File: config.mk
export PLATFORM = sky130hd
export DESIGN_NAME = demapper
export DESIGN_NICKNAME = d
export VERILOG_FILES = /design/src/rtl/frame_pkg.sv /design/src/rtl/demap_align.sv /design/src/rtl/demapper.sv
export SDC_FILE = /design/constraint.sdc
export NUM_CORES = 1
export LEC_CHECK = 0
export CORE_AREA = 4 4 95 97
export CTS_CLUSTER_SIZE = 10
export DETAILED_ROUTE_END_ITERATION = 12
export DIE_AREA = 0 0 99 101
export HOLD_SLACK_MARGIN = 0.02
export SYNTH_ARGS = -nofsm -noshare
export SYNTH_HDL_FRONTEND = slang
export SYNTH_SLANG_ARGS = --single-unit
export TNS_END_PERCENT = 5
File: constraint.sdc
create_clock -name i_clk -period 2.55 [get_ports i_clk]
set_clock_uncertainty 0.1 [all_clocks]
set_input_delay 0.255 -clock i_clk [delete_from_list [all_inputs] [get_ports i_clk]]
set_output_delay 0.255 -clock i_clk [all_outputs]
set_load 0.01 [all_outputs]
File: src/rtl/frame_pkg.sv
// Definitions shared by the line mapper and demapper: framing constants,
// the alignment state encoding and the CRC-8 byte update.
package frame_pkg;

  localparam int unsigned DEF_ROWS  = 4;
  localparam int unsigned DEF_COLS  = 1024;
  localparam logic [7:0]  FAS_BYTE  = 8'hF6;
  localparam logic [7:0]  CRC8_POLY = 8'h07;

  typedef enum logic [1:0] {
    HUNT,
    PRESYNC,
    SYNC
  } align_state_e;

  // MSB-first CRC-8 update of one byte, no reflection, no final XOR.
  function automatic logic [7:0] crc8_byte(input logic [7:0] crc, input logic [7:0] data);
    logic [7:0] c;
    logic [7:0] d;
    c = crc;
    d = data;
    for (int unsigned i = 0; i < 8; i++) begin
      if (c[7] ^ d[7]) c = (c << 1) ^ CRC8_POLY;
      else             c = c << 1;
      d = d << 1;
    end
    return c;
  endfunction

endpackage

File: src/rtl/demap_align.sv
// Frame alignment for the demapper: HUNT/PRESYNC/SYNC state machine, row and
// column position of the next line byte, and the consecutive bad-FAS counter.
module demap_align
  import frame_pkg::*;
#(
  parameter int unsigned ROWS       = DEF_ROWS,
  parameter int unsigned COLS       = DEF_COLS,
  parameter int unsigned LOF_THRESH = 3,
  parameter logic [7:0]  FAS_BYTE   = frame_pkg::FAS_BYTE,
  localparam int unsigned RW = (ROWS > 1) ? $clog2(ROWS) : 1,
  localparam int unsigned CW = (COLS > 1) ? $clog2(COLS) : 1
) (
  input  logic          i_clk,
  input  logic          i_rst,
  input  logic [7:0]    i_data,
  input  logic          i_valid,
  input  logic          i_fas,
  output logic [RW-1:0] o_row,
  output logic [CW-1:0] o_col,
  output logic          o_in_sync,
  output logic          o_frame_start
);

  localparam int unsigned BW = $clog2(LOF_THRESH + 1);

  align_state_e  r_state, w_state;
  logic [RW-1:0] r_row, w_row;
  logic [CW-1:0] r_col, w_col;
  logic [BW-1:0] r_bad, w_bad;

  logic          w_at_start;
  logic          w_fas_ok;
  logic [RW-1:0] w_row_adv;
  logic [CW-1:0] w_col_adv;

  always_ff @(posedge i_clk) begin
    if (!i_rst) begin
      r_state <= HUNT;
      r_row   <= '0;
      r_col   <= '0;
      r_bad   <= '0;
    end else begin
      r_state <= w_state;
      r_row   <= w_row;
      r_col   <= w_col;
      r_bad   <= w_bad;
    end
  end

  always_comb begin
    w_col_adv = r_col + CW'(1);
    w_row_adv = r_row;
    if (r_col == CW'(COLS - 1)) begin
      w_col_adv = '0;
      w_row_adv = (r_row == RW'(ROWS - 1)) ? '0 : r_row + RW'(1);
    end
  end

  // Counters hold the position of the next byte; a FAS hit in HUNT is row 0,
  // column 0, so the byte after it is column 1.
  always_comb begin
    w_state       = r_state;
    w_row         = r_row;
    w_col         = r_col;
    w_bad         = r_bad;
    w_at_start    = (r_row == '0) && (r_col == '0);
    w_fas_ok      = i_fas && (i_data == FAS_BYTE);
    o_frame_start = i_valid && (r_state != HUNT) && w_at_start;
    if (i_valid) begin
      case (r_state)
        HUNT: begin
          if (w_fas_ok) begin
            w_state = PRESYNC;
            w_row   = '0;
            w_col   = CW'(1);
          end
        end
        PRESYNC: begin
          w_row = w_row_adv;
          w_col = w_col_adv;
          if (w_at_start) begin
            if (w_fas_ok) begin
              w_state = SYNC;
              w_bad   = '0;
            end else begin
              w_state = HUNT;
              w_row   = '0;
              w_col   = '0;
            end
          end
        end
        SYNC: begin
          w_row = w_row_adv;
          w_col = w_col_adv;
          if (w_at_start) begin
            if (w_fas_ok) begin
              w_bad = '0;
            end else if (r_bad == BW'(LOF_THRESH - 1)) begin
              w_state = HUNT;
              w_bad   = '0;
              w_row   = '0;
              w_col   = '0;
            end else begin
              w_bad = r_bad + BW'(1);
            end
          end
        end
        default: begin
          w_state = HUNT;
          w_row   = '0;
          w_col   = '0;
          w_bad   = '0;
        end
      endcase
    end
  end

  assign o_row     = r_row;
  assign o_col     = r_col;
  assign o_in_sync = (r_state == SYNC);

endmodule

File: src/rtl/demapper.sv
// Receive-side frame demapper: aligns on FAS, strips overhead, forwards
// payload to the client FIFO and checks the per-frame CRC-8.
// Optional error counters are built when DEMAP_ERR_CNT_EN is defined.
module demapper
  import frame_pkg::*;
#(
  parameter int unsigned ROWS       = DEF_ROWS,
  parameter int unsigned COLS       = DEF_COLS,
  parameter int unsigned LOF_THRESH = 3,
  parameter logic [7:0]  FAS_BYTE   = frame_pkg::FAS_BYTE
) (
  input  logic        i_clk,
  input  logic        i_rst,
  input  logic [7:0]  i_frame_data,
  input  logic        i_frame_data_valid,
  input  logic        i_frame_data_fas,
  output logic [7:0]  o_pyld_data,
  output logic        o_pyld_data_valid,
  input  logic        i_client_fifo_ready,
  output logic        o_frame_done,
  output logic        o_crc_err,
  output logic [7:0]  o_crc_val,
  output logic        o_line_retrans_req,
  output logic        o_in_sync,
  output logic        o_pyld_ovf
`ifdef DEMAP_ERR_CNT_EN
  ,
  output logic [15:0] o_crc_err_cnt,
  output logic [15:0] o_lof_cnt
`endif
);

  localparam int unsigned RW = (ROWS > 1) ? $clog2(ROWS) : 1;
  localparam int unsigned CW = (COLS > 1) ? $clog2(COLS) : 1;

  logic [RW-1:0] w_row;
  logic [CW-1:0] w_col;
  logic          w_in_sync;
  logic          w_frame_start;
  logic          w_accept;
  logic          w_is_crc;
  logic          w_is_pyld;
  logic          w_crc_mismatch;

  logic [7:0]    r_crc;
  logic          r_pyld_valid;

  demap_align #(
    .ROWS       (ROWS),
    .COLS       (COLS),
    .LOF_THRESH (LOF_THRESH),
    .FAS_BYTE   (FAS_BYTE)
  ) u_align (
    .i_clk         (i_clk),
    .i_rst         (i_rst),
    .i_data        (i_frame_data),
    .i_valid       (i_frame_data_valid),
    .i_fas         (i_frame_data_fas),
    .o_row         (w_row),
    .o_col         (w_col),
    .o_in_sync     (w_in_sync),
    .o_frame_start (w_frame_start)
  );

  assign w_accept       = i_frame_data_valid && w_in_sync;
  assign w_is_crc       = (w_row == RW'(ROWS - 1)) && (w_col == CW'(COLS - 1));
  assign w_is_pyld      = (w_col != '0) && !w_is_crc;
  assign w_crc_mismatch = (i_frame_data != r_crc);

  always_ff @(posedge i_clk) begin
    if (!i_rst) begin
      r_crc              <= '0;
      r_pyld_valid       <= 1'b0;
      o_pyld_data        <= '0;
      o_pyld_ovf         <= 1'b0;
      o_frame_done       <= 1'b0;
      o_crc_err          <= 1'b0;
      o_crc_val          <= '0;
      o_line_retrans_req <= 1'b0;
    end else begin
      r_pyld_valid       <= w_accept && w_is_pyld;
      o_frame_done       <= 1'b0;
      o_crc_err          <= 1'b0;
      o_line_retrans_req <= 1'b0;
      if (w_accept && w_is_pyld) o_pyld_data <= i_frame_data;
      // A byte offered while the FIFO is full is lost but was already in the CRC.
      if (r_pyld_valid && !i_client_fifo_ready) o_pyld_ovf <= 1'b1;
      if (!w_in_sync || w_frame_start) begin
        r_crc <= '0;
      end else if (w_accept) begin
        if (w_is_crc) begin
          o_frame_done       <= 1'b1;
          o_crc_err          <= w_crc_mismatch;
          o_line_retrans_req <= w_crc_mismatch;
          o_crc_val          <= r_crc;
          r_crc              <= '0;
        end else if (w_is_pyld) begin
          r_crc <= crc8_byte(r_crc, i_frame_data);
        end
      end
    end
  end

  assign o_pyld_data_valid = r_pyld_valid && i_client_fifo_ready;
  assign o_in_sync         = w_in_sync;

`ifdef DEMAP_ERR_CNT_EN
  logic r_sync_d;

  // SYNC only ever exits to HUNT, so a falling in_sync marks loss of frame.
  always_ff @(posedge i_clk) begin
    if (!i_rst) begin
      r_sync_d      <= 1'b0;
      o_crc_err_cnt <= '0;
      o_lof_cnt     <= '0;
    end else begin
      r_sync_d <= w_in_sync;
      if (o_crc_err && (o_crc_err_cnt != '1)) o_crc_err_cnt <= o_crc_err_cnt + 16'd1;
      if (r_sync_d && !w_in_sync && (o_lof_cnt != '1)) o_lof_cnt <= o_lof_cnt + 16'd1;
    end
  end
`endif

endmodule

# ---- After elaboration in Yosys (flattened, before gate mapping)
# Index checks and enable logic that the tools add are counted.
dict set report totals {
  ff_bits 44
  in_bits 13
  output_inout_bits 22
  wordCells 151
}
dict set report classes {
  addsub 3
  eq_ne 13
  muxes 75
  bitwise_logic 21
  reduce_logical 28
}
# cell n
set ops {}
lappend ops {{$mux W8} 37}
lappend ops {{$mux W10} 7}
lappend ops {{$mux W2} 18}
lappend ops {{$pmux W10 S3} 1}
lappend ops {{$mux W3} 8}
lappend ops {{$not A3 Y3} 8}
lappend ops {{$pmux W2 S3} 3}
lappend ops {{$add A10 B1 Y10 const B} 1}
lappend ops {{$eq A10 B10 Y1 const B} 1}
lappend ops {{$logic_and A1 B1 Y1} 10}
lappend ops {{$logic_not A10 Y1} 1}
lappend ops {{$ne A2 B1 Y1 const B} 5}
lappend ops {{$reduce_bool A10 Y1} 1}
lappend ops {{$eq A8 B8 Y1 const B} 1}
lappend ops {{$ne A8 B8 Y1} 1}
lappend ops {{$xor A1 B1 Y1} 8}
lappend ops {{$eq A2 B2 Y1 const B} 3}
lappend ops {{$reduce_and A6 Y1} 1}
lappend ops {{$not A1 Y1} 5}
lappend ops {{$reduce_and A5 Y1} 1}
lappend ops {{$add A2 B1 Y2 const B} 2}
lappend ops {{$logic_not A2 Y1} 2}
lappend ops {{$reduce_and A2 Y1} 2}
lappend ops {{$reduce_bool A2 Y1} 2}
lappend ops {{9 further kinds} 11}

# ---- Logic depth before layout (Yosys ltp)
# Gate-level depths: netlist (run 1).
dict set report depth {
  word_depth 55
  ltp_mapped 8
  depth_no_buf 7
}

# ---- Modules after synthesis
# Synthesis (run 1) repeated with hierarchy kept, for this count alone.
dict set report unflattened {
  hier_cells 300
  hier_area_um2 2725.1
}
# mod n_inst cells_each area_each_um2 seq_area_each_um2
set by_module_without_submodules {}
lappend by_module_without_submodules {demapper 1 152 1566.5 560.5}
lappend by_module_without_submodules {demap_align 1 148 1158.6 320.3}

# ---- Worst setup path after synthesis (run 1)
# OpenSTA, ideal clock, no wires.
dict set report synth_path {
  kind {reg2reg}
  start {register u_align.r_col[0] (netlist: u_align.o_col[0])}
  end {register u_align.r_col[3] (netlist: u_align.o_col[3])}
  setup_ps 131
  t_arrival_ps 2125
  required_ps 2319
  slack_ps 194
  stages_incl_launch_ff 9
  path_buffers 1
  period_less_slack_ps 2356
  path_cell_list {dfxtp_1 > inv_1 > ha_1 > or4b_4 > or4_1 > buf_2 > o21a_4 > o21ai_4 > o211ai_1}
}
dict set report synth_via {
  elab_chain_len 6
  word_cells_on_any_way 11
  cone_classes {1 x add/sub; 1 x eq/ne; 7 x mux; 2 x reduce/logical}
}
# item line
set synth_rtl {}
lappend synth_rtl {{start, declared} demap_align.sv:28} ;# logic [CW-1:0] r_col, w_col;
lappend synth_rtl {{start signal, assigned} demap_align.sv:45} ;# r_col <= w_col;
lappend synth_rtl {{$add A10 B1 Y10 or $eq A10 B10 Y1 (tied branches)} {demap_align.sv:51, demap_align.sv:53}}
lappend synth_rtl {{$mux W10} demap_align.sv:53} ;# if (r_col == CW'(COLS - 1)) begin
lappend synth_rtl {{$mux W10} demap_align.sv:98} ;# end else if (r_bad == BW'(LOF_THRESH - 1)) begin
lappend synth_rtl {{$mux W10} demap_align.sv:96} ;# if (w_fas_ok) begin
lappend synth_rtl {{$mux W10} demap_align.sv:95} ;# if (w_at_start) begin
lappend synth_rtl {{$pmux W10 S3 *} demap_align.sv:70} ;# case (r_state)
# Every way passes the cells marked *; elsewhere a longest branch is shown, timed or not.
# A chain may end at the register's enable or synchronous reset.

# ---- Final worst setup path (run 1)
dict set report layout_path {
  start {register u_align.r_col[1] (netlist: u_align.o_col[1])}
  end {register u_align.r_col[4] (netlist: u_align.o_col[4])}
}
# Same word-level chain as after synthesis.

==> results of run 1 <==
==> metal layers <==
metal | vias to the layer above | GRT usage (%) | share of wire [%]
li1 | 1074 | - | -
met1 | 989 | 16.4 | 49
met2 | 42 | 20.6 | 45
met3 | 6 | 3.11 | 4.8
met4 | 0 | 2.10 | 0.48
met5 | - | 0 | 0
==> path summary, 6_finish.rpt <==
kind | start | end | slack, ns | cells after the start
setup / recovery | u_align.o_col[1] | u_align.o_col[4] | 0.03 | 7
setup reg to reg | u_align.o_col[1] | u_align.o_col[4] | 0.03 | 7
hold reg to reg | u_align.r_bad[0] | u_align.r_bad[0] | 0.39 | 1
hold / removal | u_align.r_bad[0] | u_align.r_bad[0] | 0.39 | 1
==> per-stage QoR <==
stage | worst slack, ns | instance area, µm²
2_1_floorplan | 0.194 | 2390
3_3_place_gp | 0.0739 | 3000
3_5_place_dp | 0.000650 | 3000
4_1_cts | 0.0245 | 3120
5_1_grt | -0.0177 | 3170
6_report | 0.0315 | 3170
==> sequential cells by signal, indices dropped and copies added, names as in the netlist <==
name and count:
u_align.r_state 2, u_align.r_bad 2, r_pyld_valid 1, r_crc 8, o_crc_val 8, o_pyld_ovf 1
u_align.o_row 2, o_pyld_data 8, o_frame_done 1, u_align.o_col 10, o_line_retrans_req 1
==> layout make-up <==
| class | count | share of cell area, % |
|---|---|---|
| Timing Repair Buffer | 59 | 17.2 |
| Inverter | 14 | 1.66 |
| Clock inverter | 3 | 1.46 |
| Tap cell | 105 | 4.14 |
| Sequential cell | 44 | 27.9 |
| Multi-Input combinational cell | 198 | 45.5 |
| Clock buffer | 5 | 2.17 |
==> repair_timing <==
| item | CTS | global route |
|---|---|---|
| setup buffers | 0 | 2 |
| setup endpoints to repair | 4 | 9 |
| gates resized for setup | 1 | 10 |
| pin swaps | 1 | 8 |
==> cell families (layout without fill, tap and decap cells) <==
| group | Yosys count | in the layout | synth area share (%) |
|---|---|---|---|
| buf+inv | 24 | 81 | 4.09 |
| compound gates | 60 | 60 | 19.5 |
| flops | 44 | 44 | 36.9 |
| xor+xnor | 21 | 21 | 7.71 |
| mux | 16 | 16 | 6.71 |
| simple gates | 90 | 90 | 19.3 |
| fa+ha+maj | 11 | 11 | 5.77 |
==> cells in the final DEF (no fill, tap or decap), types with 3 or more instances in the layout <==
cell type / instances
mux2i_1: 16
inv_1: 12
o21a_1: 3
xnor2_1: 19
o211ai_1: 10
dfxtp_1: 42
o2111ai_1: 5
clkdlybuf4s50_1: 34
buf_4: 23
o21ai_0: 6
clkbuf_8: 5
a21oi_1: 11
nand3_1: 15
nor2_1: 31
nor2b_1: 3
nand4_1: 4
ha_1: 10
a22oi_1: 7
and2_1: 4
nand2_1: 11
nor3_1: 4
==> power by group through the flow <==
stage	sequential [mW]	clock, mW	combinational [mW]
2_1_floorplan	0.703	0	0.0596
3_3_place_gp	0.703	0	0.106
3_5_place_dp	0.703	0	0.106
4_1_cts	0.687	0.570	0.107
5_1_grt	0.687	0.595	0.118
6_report	0.687	0.555	0.107
==> synth_stat cells (all sizes together) (2+ instances only) <==
| master | n |
|---|---|
| o32ai | 2 |
| or4 | 3 |
| buf | 4 |
| nor2b | 3 |
| nand2b | 2 |
| xor2 | 2 |
| a311oi | 2 |
| ha | 11 |
| and2 | 4 |
| o211ai | 10 |
| nor3 | 4 |
| o31a | 2 |
| dfxtp | 44 |
| nand3 | 15 |
| and3 | 2 |
| o2111ai | 5 |
| a22oi | 7 |
| a21oi | 12 |
| inv | 14 |
| xnor2 | 19 |
| o21a | 4 |
| nand2 | 11 |
| clkbuf | 6 |
| o21ai | 8 |
| nor2 | 31 |
| or3 | 2 |
| nor4 | 3 |
| mux2i | 16 |
| nand4 | 4 |
| o311ai | 2 |
==> worst max-delay path, cell delays in order, from the launching register on <==
cell	delay (ns)
dfxtp_2	0.35
inv_2	0.08
ha_4	0.11
or4b_4	0.47
or4_4	0.57
o21a_4	0.28
o21ai_4	0.31
o211ai_1	0.13
==> results.json, run 1 <==
{
  "status": "complete, no violations",
  "p_leak_nw": 1.12,
  "p_int_mw": 1.04,
  "yosysSeqAreaShare_pct": 36.9,
  "die_h_um": 101,
  "num_antenna_cells": 0,
  "synthTopCellsByArea": "dfxtp_1, xnor2_1, mux2i_1",
  "synth_area_per_cell_um2": 8.97,
  "max-slew-margin-rel_pct": 71.7,
  "ctsHtreeMaxLevel": 2,
  "required_ns": 2.64,
  "tritoncts": "done",
  "finalNonFillerCells": 428,
  "crit_fanout": 8,
  "synth_cell_types": 49,
  "setup_viol_count_final": 0,
  "rows": 33,
  "cts_buffers": 5,
  "ctsHoldBuffers": 0,
  "post-dp-hpwl_um": 4510,
  "drt_iter0_markers": 59,
  "hold_class": "flop to flop",
  "dieArea_um2": 10000,
  "slew_violations": 0,
  "switching_share_pct": 23.3,
  "coreArea_um2": 8130,
  "vias_per_cell": 4.93,
  "powerDensity_nw_per_um2": 425,
  "seq_area_um2": 883,
  "dp.cells": 418,
  "finalPower_mw": 1.35,
  "clock.fmax_mhz": 397,
  "clkPwrFrac_pct": 41.2,
  "clkTransAtPathRegs_ns": 0.10,
  "crit_type": "flop to flop",
  "postSynth.asyncResetShare_pct": 0,
  "finalHoldViolCount": 0,
  "synth_top_cell_by_area": "dfxtp_1",
  "grt_start_max_net_pins": 20,
  "multiInputGateArea_um2": 1440,
  "synthesis.nets": 290,
  "cts_sinks": 44,
  "end_kind": "flop",
  "syn_inst": 266,
  "setup_tns_ns": 0,
  "power.switching_mw": 0.314,
  "gp_congestion": 0.848,
  "io_buffers": 34,
  "initial_core_util_pct": 29.3,
  "area_growth_pct": 32.9,
  "antenna_left": 0,
  "grt-ovfl-total": 0,
  "timing.final.crit_share_pct": 98.8,
  "cap_violations": 0,
  "yosys.area.top_type_share_pct": 36.9,
  "whs_ns": 0.389,
  "arrival_ns": 2.61,
  "dr.pass1.iters": 4,
  "drc_errors": 0,
  "rsz0062_at_grt": "true",
  "finalWirelength_um": 6070,
  "pin_count": 35,
  "grt_pass1_vias": 2039,
  "grt_usage_pct": 12.3,
  "synth_flop_cell": "dfxtp_1",
  "seqPwrFrac_pct": 50.9,
  "vias": 2111,
  "netlist_area_um2": 2390,
  "tightest_slew_ns": 0.421,
  "drive_gt1_share_pct": 15.8,
  "n_fill_cell": 832,
  "yosys_register_bits": 44,
  "combPwrFrac_pct": 7.9,
  "clock_path_buffers": 2,
  "nets": 346,
  "ir_worst_vdd_mv": 0.186,
  "post_drt_wl_per_cell_um": 14.2,
  "clk_latency_ns": 0.30,
  "antenna_found_initial": 0,
  "finalCriticalPeriod_ns": 2.52,
  "grt_pass1_wl_um": 10100,
  "fin_util_pct": 39.0,
  "cp-start-kind": "flop",
  "die_x_um": 99,
  "synth_edf_count": 0,
  "clockRootBuffer": "clkbuf_8",
  "ys_warn_count": 0
}
(Power assumes the default switching activity.)
==> run 2, diff against run 1 <==
- CORE_AREA: 4 4 95 97 -> 2 2 93 95
- DIE_AREA: 0 0 99 101 -> 0 0 95 97
==> run 2 against run 1 <==
Worst hold slack worse by 0.00080 ns. Via count rose by 3.4%. Power is 4.8% lower. Register-to-register slack improved by 0.08 ns. Sequential share of layout area grew 0.36 points. Utilization is 0.60 points lower. Global-route usage up 1.5 points. Sequential power barely moved. Final cell count grew 0.23%. Non-clock buffer count grew 1. Maximum frequency increased by 3.4%. Critical path type unchanged. Largest power group unchanged. Highest routed layer unchanged.
==> results.json, run 2 (same netlist as run 1, synthesis figures left out) <==
{
  "status": "complete, no violations",
  "grt_pass1_wl_um": 10100,
  "finalCriticalPeriod_ns": 2.44,
  "setup_viol_count_final": 0,
  "finalNonFillerCells": 429,
  "drt_iter0_markers": 49,
  "slew_violations": 0,
  "antenna_found_initial": 0,
  "clkTransAtPathRegs_ns": 0.09,
  "dieArea_um2": 9220,
  "finalPower_mw": 1.28,
  "max_stage_delay_ns": 0.47,
  "finalHoldViolCount": 0,
  "seqPwrFrac_pct": 53.5,
  "antenna_left": 0,
  "vias": 2183,
  "powerDensity_nw_per_um2": 411,
  "path_buf_inv": 2,
  "required_ns": 2.64,
  "vias_per_cell": 5.09,
  "cp_cell_sequence": "inv_1, ha_1, or4b_4, or3_1, o31a_1, buf_4, o2111ai_1, o211ai_1",
  "cp-start-kind": "flop",
  "ctsHoldBuffers": 0,
  "num_antenna_cells": 0,
  "hold_class": "flop to flop",
  "max-slew-margin-rel_pct": 53.5,
  "largest_register_ffs": 10,
  "switching_share_pct": 25.2,
  "combPwrFrac_pct": 8.5,
  "finalWirelength_um": 6190,
  "post-dp-hpwl_um": 4570,
  "clkPwrFrac_pct": 38.0,
  "p_leak_nw": 1.11,
  "cap_violations": 0,
  "cts_sinks": 44,
  "arrival_ns": 2.52,
  "power.switching_mw": 0.324,
  "ctsHtreeMaxLevel": 2,
  "grt_start_max_net_pins": 20,
  "drc_errors": 0,
  "layout_common_cells": "dfxtp_1, clkdlybuf4s50_1, nor2_1, buf_4, xnor2_1",
  "clockRootBuffer": "clkbuf_8",
  "dr.pass1.iters": 4,
  "io_buffers": 34,
  "cts_buffers": 5,
  "crit_type": "flop to flop",
  "end_kind": "flop",
  "clock.fmax_mhz": 411,
  "ir_worst_vdd_mv": 0.152,
  "die_h_um": 97,
  "grt-ovfl-total": 0,
  "cp_slowest_cell": "or4b_4",
  "path_delay_family": "simple AND/OR/NAND/NOR gates",
  "timing.final.crit_share_pct": 95.5,
  "area_growth_pct": 30.8,
  "dp.cells": 421,
  "n_fill_cell": 837,
  "gp_congestion": 0.811,
  "initial_core_util_pct": 29.3,
  "final_common_cell": "dfxtp_1",
  "placed_area_um2": 3010,
  "crit_fanout": 4,
  "nets": 347,
  "coreArea_um2": 8130,
  "post_drt_wl_per_cell_um": 14.4,
  "tightest_slew_ns": 0.696,
  "clk_latency_ns": 0.31,
  "grt_usage_pct": 13.9,
  "final_area_um2": 3120,
  "rows": 33,
  "post_cts_buffers": 0,
  "die_x_um": 95,
  "tritoncts": "done",
  "grt_pass1_vias": 2073,
  "p_int_mw": 0.960,
  "pin_count": 35,
  "cts_resized": 0,
  "rsz0062_at_grt": "false",
  "drive_gt1_share_pct": 13.9,
  "clock_path_buffers": 2,
  "setup_tns_ns": 0
}
==> run 2: layout make-up <==
cell class,instances,area (µm²),area share [%]
multi-input combinational,198,1420,45.6
sequential,44,881,28.2
timing repair buffer,60,536,17.2
tap,105,131,4.21
clock buffer,6,82.6,2.65
inverter,14,52.6,1.68
clock inverter,2,15.0,0.481
==> run 2: per-stage QoR <==
| step | hold WS [ns] | setup slack (ns) | utilization (%) |
|---|---|---|---|
| 6_report | 0.389 | 0.114 | 38.4 |
| 5_1_grt | 0.411 | 0.00970 | 38.4 |
| 4_1_cts | 0.398 | 0.0220 | 38.2 |
| 3_5_place_dp | 0.372 | 0.0324 | 37.0 |
| 3_3_place_gp | 0.365 | 0.0662 | 37.0 |
| 2_1_floorplan | 0.300 | 0.194 | - |
==> run 2: worst paths after layout <==
path / startpoint / end / slack [ns] / cells past startpoint
setup reg to reg: u_align.o_col[1] / u_align.o_col[7] / 0.11 / 8
setup / recovery: u_align.o_col[1] / u_align.o_col[7] / 0.11 / 8
hold / removal: o_pyld_ovf / o_pyld_ovf / 0.39 / 2
hold reg to reg: o_pyld_ovf / o_pyld_ovf / 0.39 / 2
==> run 2: layer usage <==
metal	part of all wire [%]	wire length [µm]	track usage [%]
met2	45	2790	21.4
met5	0	0	0
met3	4.3	265	2.80
met1	49	3050	19.3
met4	1.4	89	4.57
==> run 2: power groups by stage <==
stage | Combinational [mW] | Clock (mW) | Sequential [mW]
after floorplan | 0.0596 | 0 | 0.703
after global placement | 0.108 | 0 | 0.703
after detailed placement | 0.108 | 0 | 0.703
after CTS | 0.109 | 0.502 | 0.687
after global routing | 0.118 | 0.532 | 0.687
final | 0.110 | 0.488 | 0.687
==> run 2: worst register-to-register path, cell delays in order, from the launching register on <==
cell and delay, ns:
dfxtp_1 0.34, inv_1 0.07, ha_1 0.13, or4b_4 0.47, or3_1 0.38, o31a_1 0.36
buf_4 0.17, o2111ai_1 0.18, o211ai_1 0.11
==> run 3, diff against run 2 <==
==> constraint.sdc (replaced) <==
create_clock -name i_clk -period 2.55 [get_ports i_clk]
set_clock_uncertainty 0.1 [all_clocks]
set_input_delay 0.6375 -clock i_clk [delete_from_list [all_inputs] [get_ports i_clk]]
set_output_delay 0.6375 -clock i_clk [all_outputs]
set_load 0.01 [all_outputs]
==> run 3 against run 2 <==
Maximum frequency fell by 2.1%. Final area is 6.0% higher. Largest power group unchanged. Clock power grew 17%. Register-to-register slack about the same. Die area unchanged. Worst hold slack worse by 0.0030 ns.
==> results.json, run 3 (same netlist as run 1, synthesis figures left out) <==
{
  "status": "complete, no violations",
  "reg2reg_from": "u_align.o_col[1]",
  "gp_congestion": 0.849,
  "timing.final.crit_share_pct": 97.6,
  "switching_share_pct": 22.2,
  "cp-start-kind": "input pin",
  "post-dp-hpwl_um": 4580,
  "max-slew-margin-rel_pct": 73.0,
  "final_area_um2": 3310,
  "tightest_slew_ns": 0.402,
  "rr_worst_depth": 8,
  "clkPwrFrac_pct": 41.4,
  "r2r-end": "u_align.o_col[7]",
  "area_growth_pct": 38.7,
  "io_buffers": 34,
  "setup_viol_count_final": 0,
  "dr.pass1.iters": 4,
  "combPwrFrac_pct": 8.9,
  "finalWirelength_um": 6020,
  "crit_fanout": 2,
  "p_int_mw": 1.07,
  "required_ns": 1.81,
  "end_kind": "primary output",
  "drc_errors": 0,
  "antenna_left": 0,
  "cp_cell_sequence": "clkdlybuf4s50_1, and2_1, clkdlybuf4s50_1",
  "num_antenna_cells": 0,
  "seqPwrFrac_pct": 49.7,
  "coreArea_um2": 8130,
  "grt_pass1_vias": 2179,
  "rows": 33,
  "max_stage_delay_ns": 0.53,
  "final_common_cell": "dfxtp_1",
  "dieArea_um2": 9220,
  "grt_pass1_wl_um": 10100,
  "p_leak_nw": 1.22,
  "ctsHtreeMaxLevel": 2,
  "min_to": "o_pyld_ovf",
  "antenna_found_initial": 0,
  "cts_buffers": 5,
  "grt_start_max_net_pins": 20,
  "drive_gt1_share_pct": 19.1,
  "drt_iter0_markers": 53,
  "grt-ovfl-total": 0,
  "vias_per_cell": 5.00,
  "clk_latency_ns": 0.31,
  "cap_violations": 0,
  "ir_worst_vdd_mv": 0.214,
  "clock.fmax_mhz": 402,
  "clock_path_buffers": 2,
  "power.switching_mw": 0.307,
  "largest_register_ffs": 10,
  "cp_slowest_cell": "clkdlybuf4s50_1",
  "slew_violations": 0,
  "whs_ns": 0.386,
  "worst_path_most_repeated_cell": "clkdlybuf4s50_1",
  "tritoncts": "done",
  "die_h_um": 97,
  "min_from": "o_pyld_ovf",
  "nets": 364,
  "initial_core_util_pct": 29.3,
  "die_x_um": 95,
  "finalCriticalPeriod_ns": 2.49,
  "finalHoldViolCount": 0,
  "grt_usage_pct": 13.7,
  "cts_sinks": 44,
  "layout_common_cells": "dfxtp_1, buf_4, clkdlybuf4s50_1, nor2_1, xnor2_1",
  "r2r_slack_ns": 0.10,
  "powerDensity_nw_per_um2": 417,
  "placed_area_um2": 3150,
  "pin_count": 35,
  "clockRootBuffer": "clkbuf_8",
  "clkTransAtPathRegs_ns": 0.08,
  "post_drt_wl_per_cell_um": 13.5,
  "crit_type": "input pin to primary output",
  "arrival_ns": 1.75,
  "min_path_cells": 2,
  "vias": 2231,
  "rsz0062_at_grt": "false",
  "hold_class": "flop to flop"
}
## run 3: power by group through the flow
stage | logic [mW] | clock network, mW | registers, mW
2_1_floorplan | 0.0596 | 0 | 0.703
3_3_place_gp | 0.124 | 0 | 0.703
3_5_place_dp | 0.123 | 0 | 0.703
4_1_cts | 0.124 | 0.592 | 0.687
5_1_grt | 0.135 | 0.621 | 0.687
6_report | 0.124 | 0.571 | 0.687
## run 3: what timing repair did
| action | 4_1_cts | 5_1_grt |
|---|---|---|
| gates resized for setup | 0 | 6 |
| setup endpoints to repair | 0 | 15 |
| hold buffers | 0 | 0 |
| setup buffers | 0 | 1 |
## run 3: layer usage
layer,routed length [µm],track usage (%)
met3,344,3.82
met2,2920,23.1
met4,48,3.68
met1,2700,17.0
met5,0,0
## run 3: final cells by class
cell class / instances / area, µm²
repair buffers: 77 / 692
flip-flops and latches: 44 / 881
fillers: 790 / 4820
inverters: 14 / 52.6
multi-input cells: 198 / 1430
clock inverters: 2 / 38.8
clock buffers: 6 / 82.6
well taps: 105 / 131
## run 3: how the worst max path moves through the flow
stage / from / to / slack, ns / depth (start not counted)
finish: i_client_fifo_ready / o_pyld_data_valid / 0.06 / 3
global route: u_align.r_state[0] / o_in_sync / 0.007 / 3
CTS: u_align.o_col[1] / u_align.o_col[3] / 0.01 / 7
detailed placement: i_frame_data[3] / u_align.o_col[0] / -0.17 / 9
global placement: i_frame_data[3] / u_align.o_col[0] / -0.19 / 7
floorplan: u_align.o_col[0] / u_align.o_col[3] / 0.19 / 8
## run 3: per-stage QoR
stage               setup slack (ns)  utilization [%]  std cells  TNS, ns  power, mW
floorplan                      0.194                -        266        0      0.762
global placement              -0.186             38.8        437    -1.33      0.827
detailed placement            -0.168             38.8        437    -1.27      0.826
CTS                           0.0132             40.3        445        0       1.40
global route                 0.00701             40.7        446        0       1.44
finish                        0.0611             40.7        446        0       1.38
## run 3: worst max-delay path: cells and delay by family
kind / cells / cell delay [ns]
simple gates: 1 / 0.12
buf+inv: 2 / 1.00
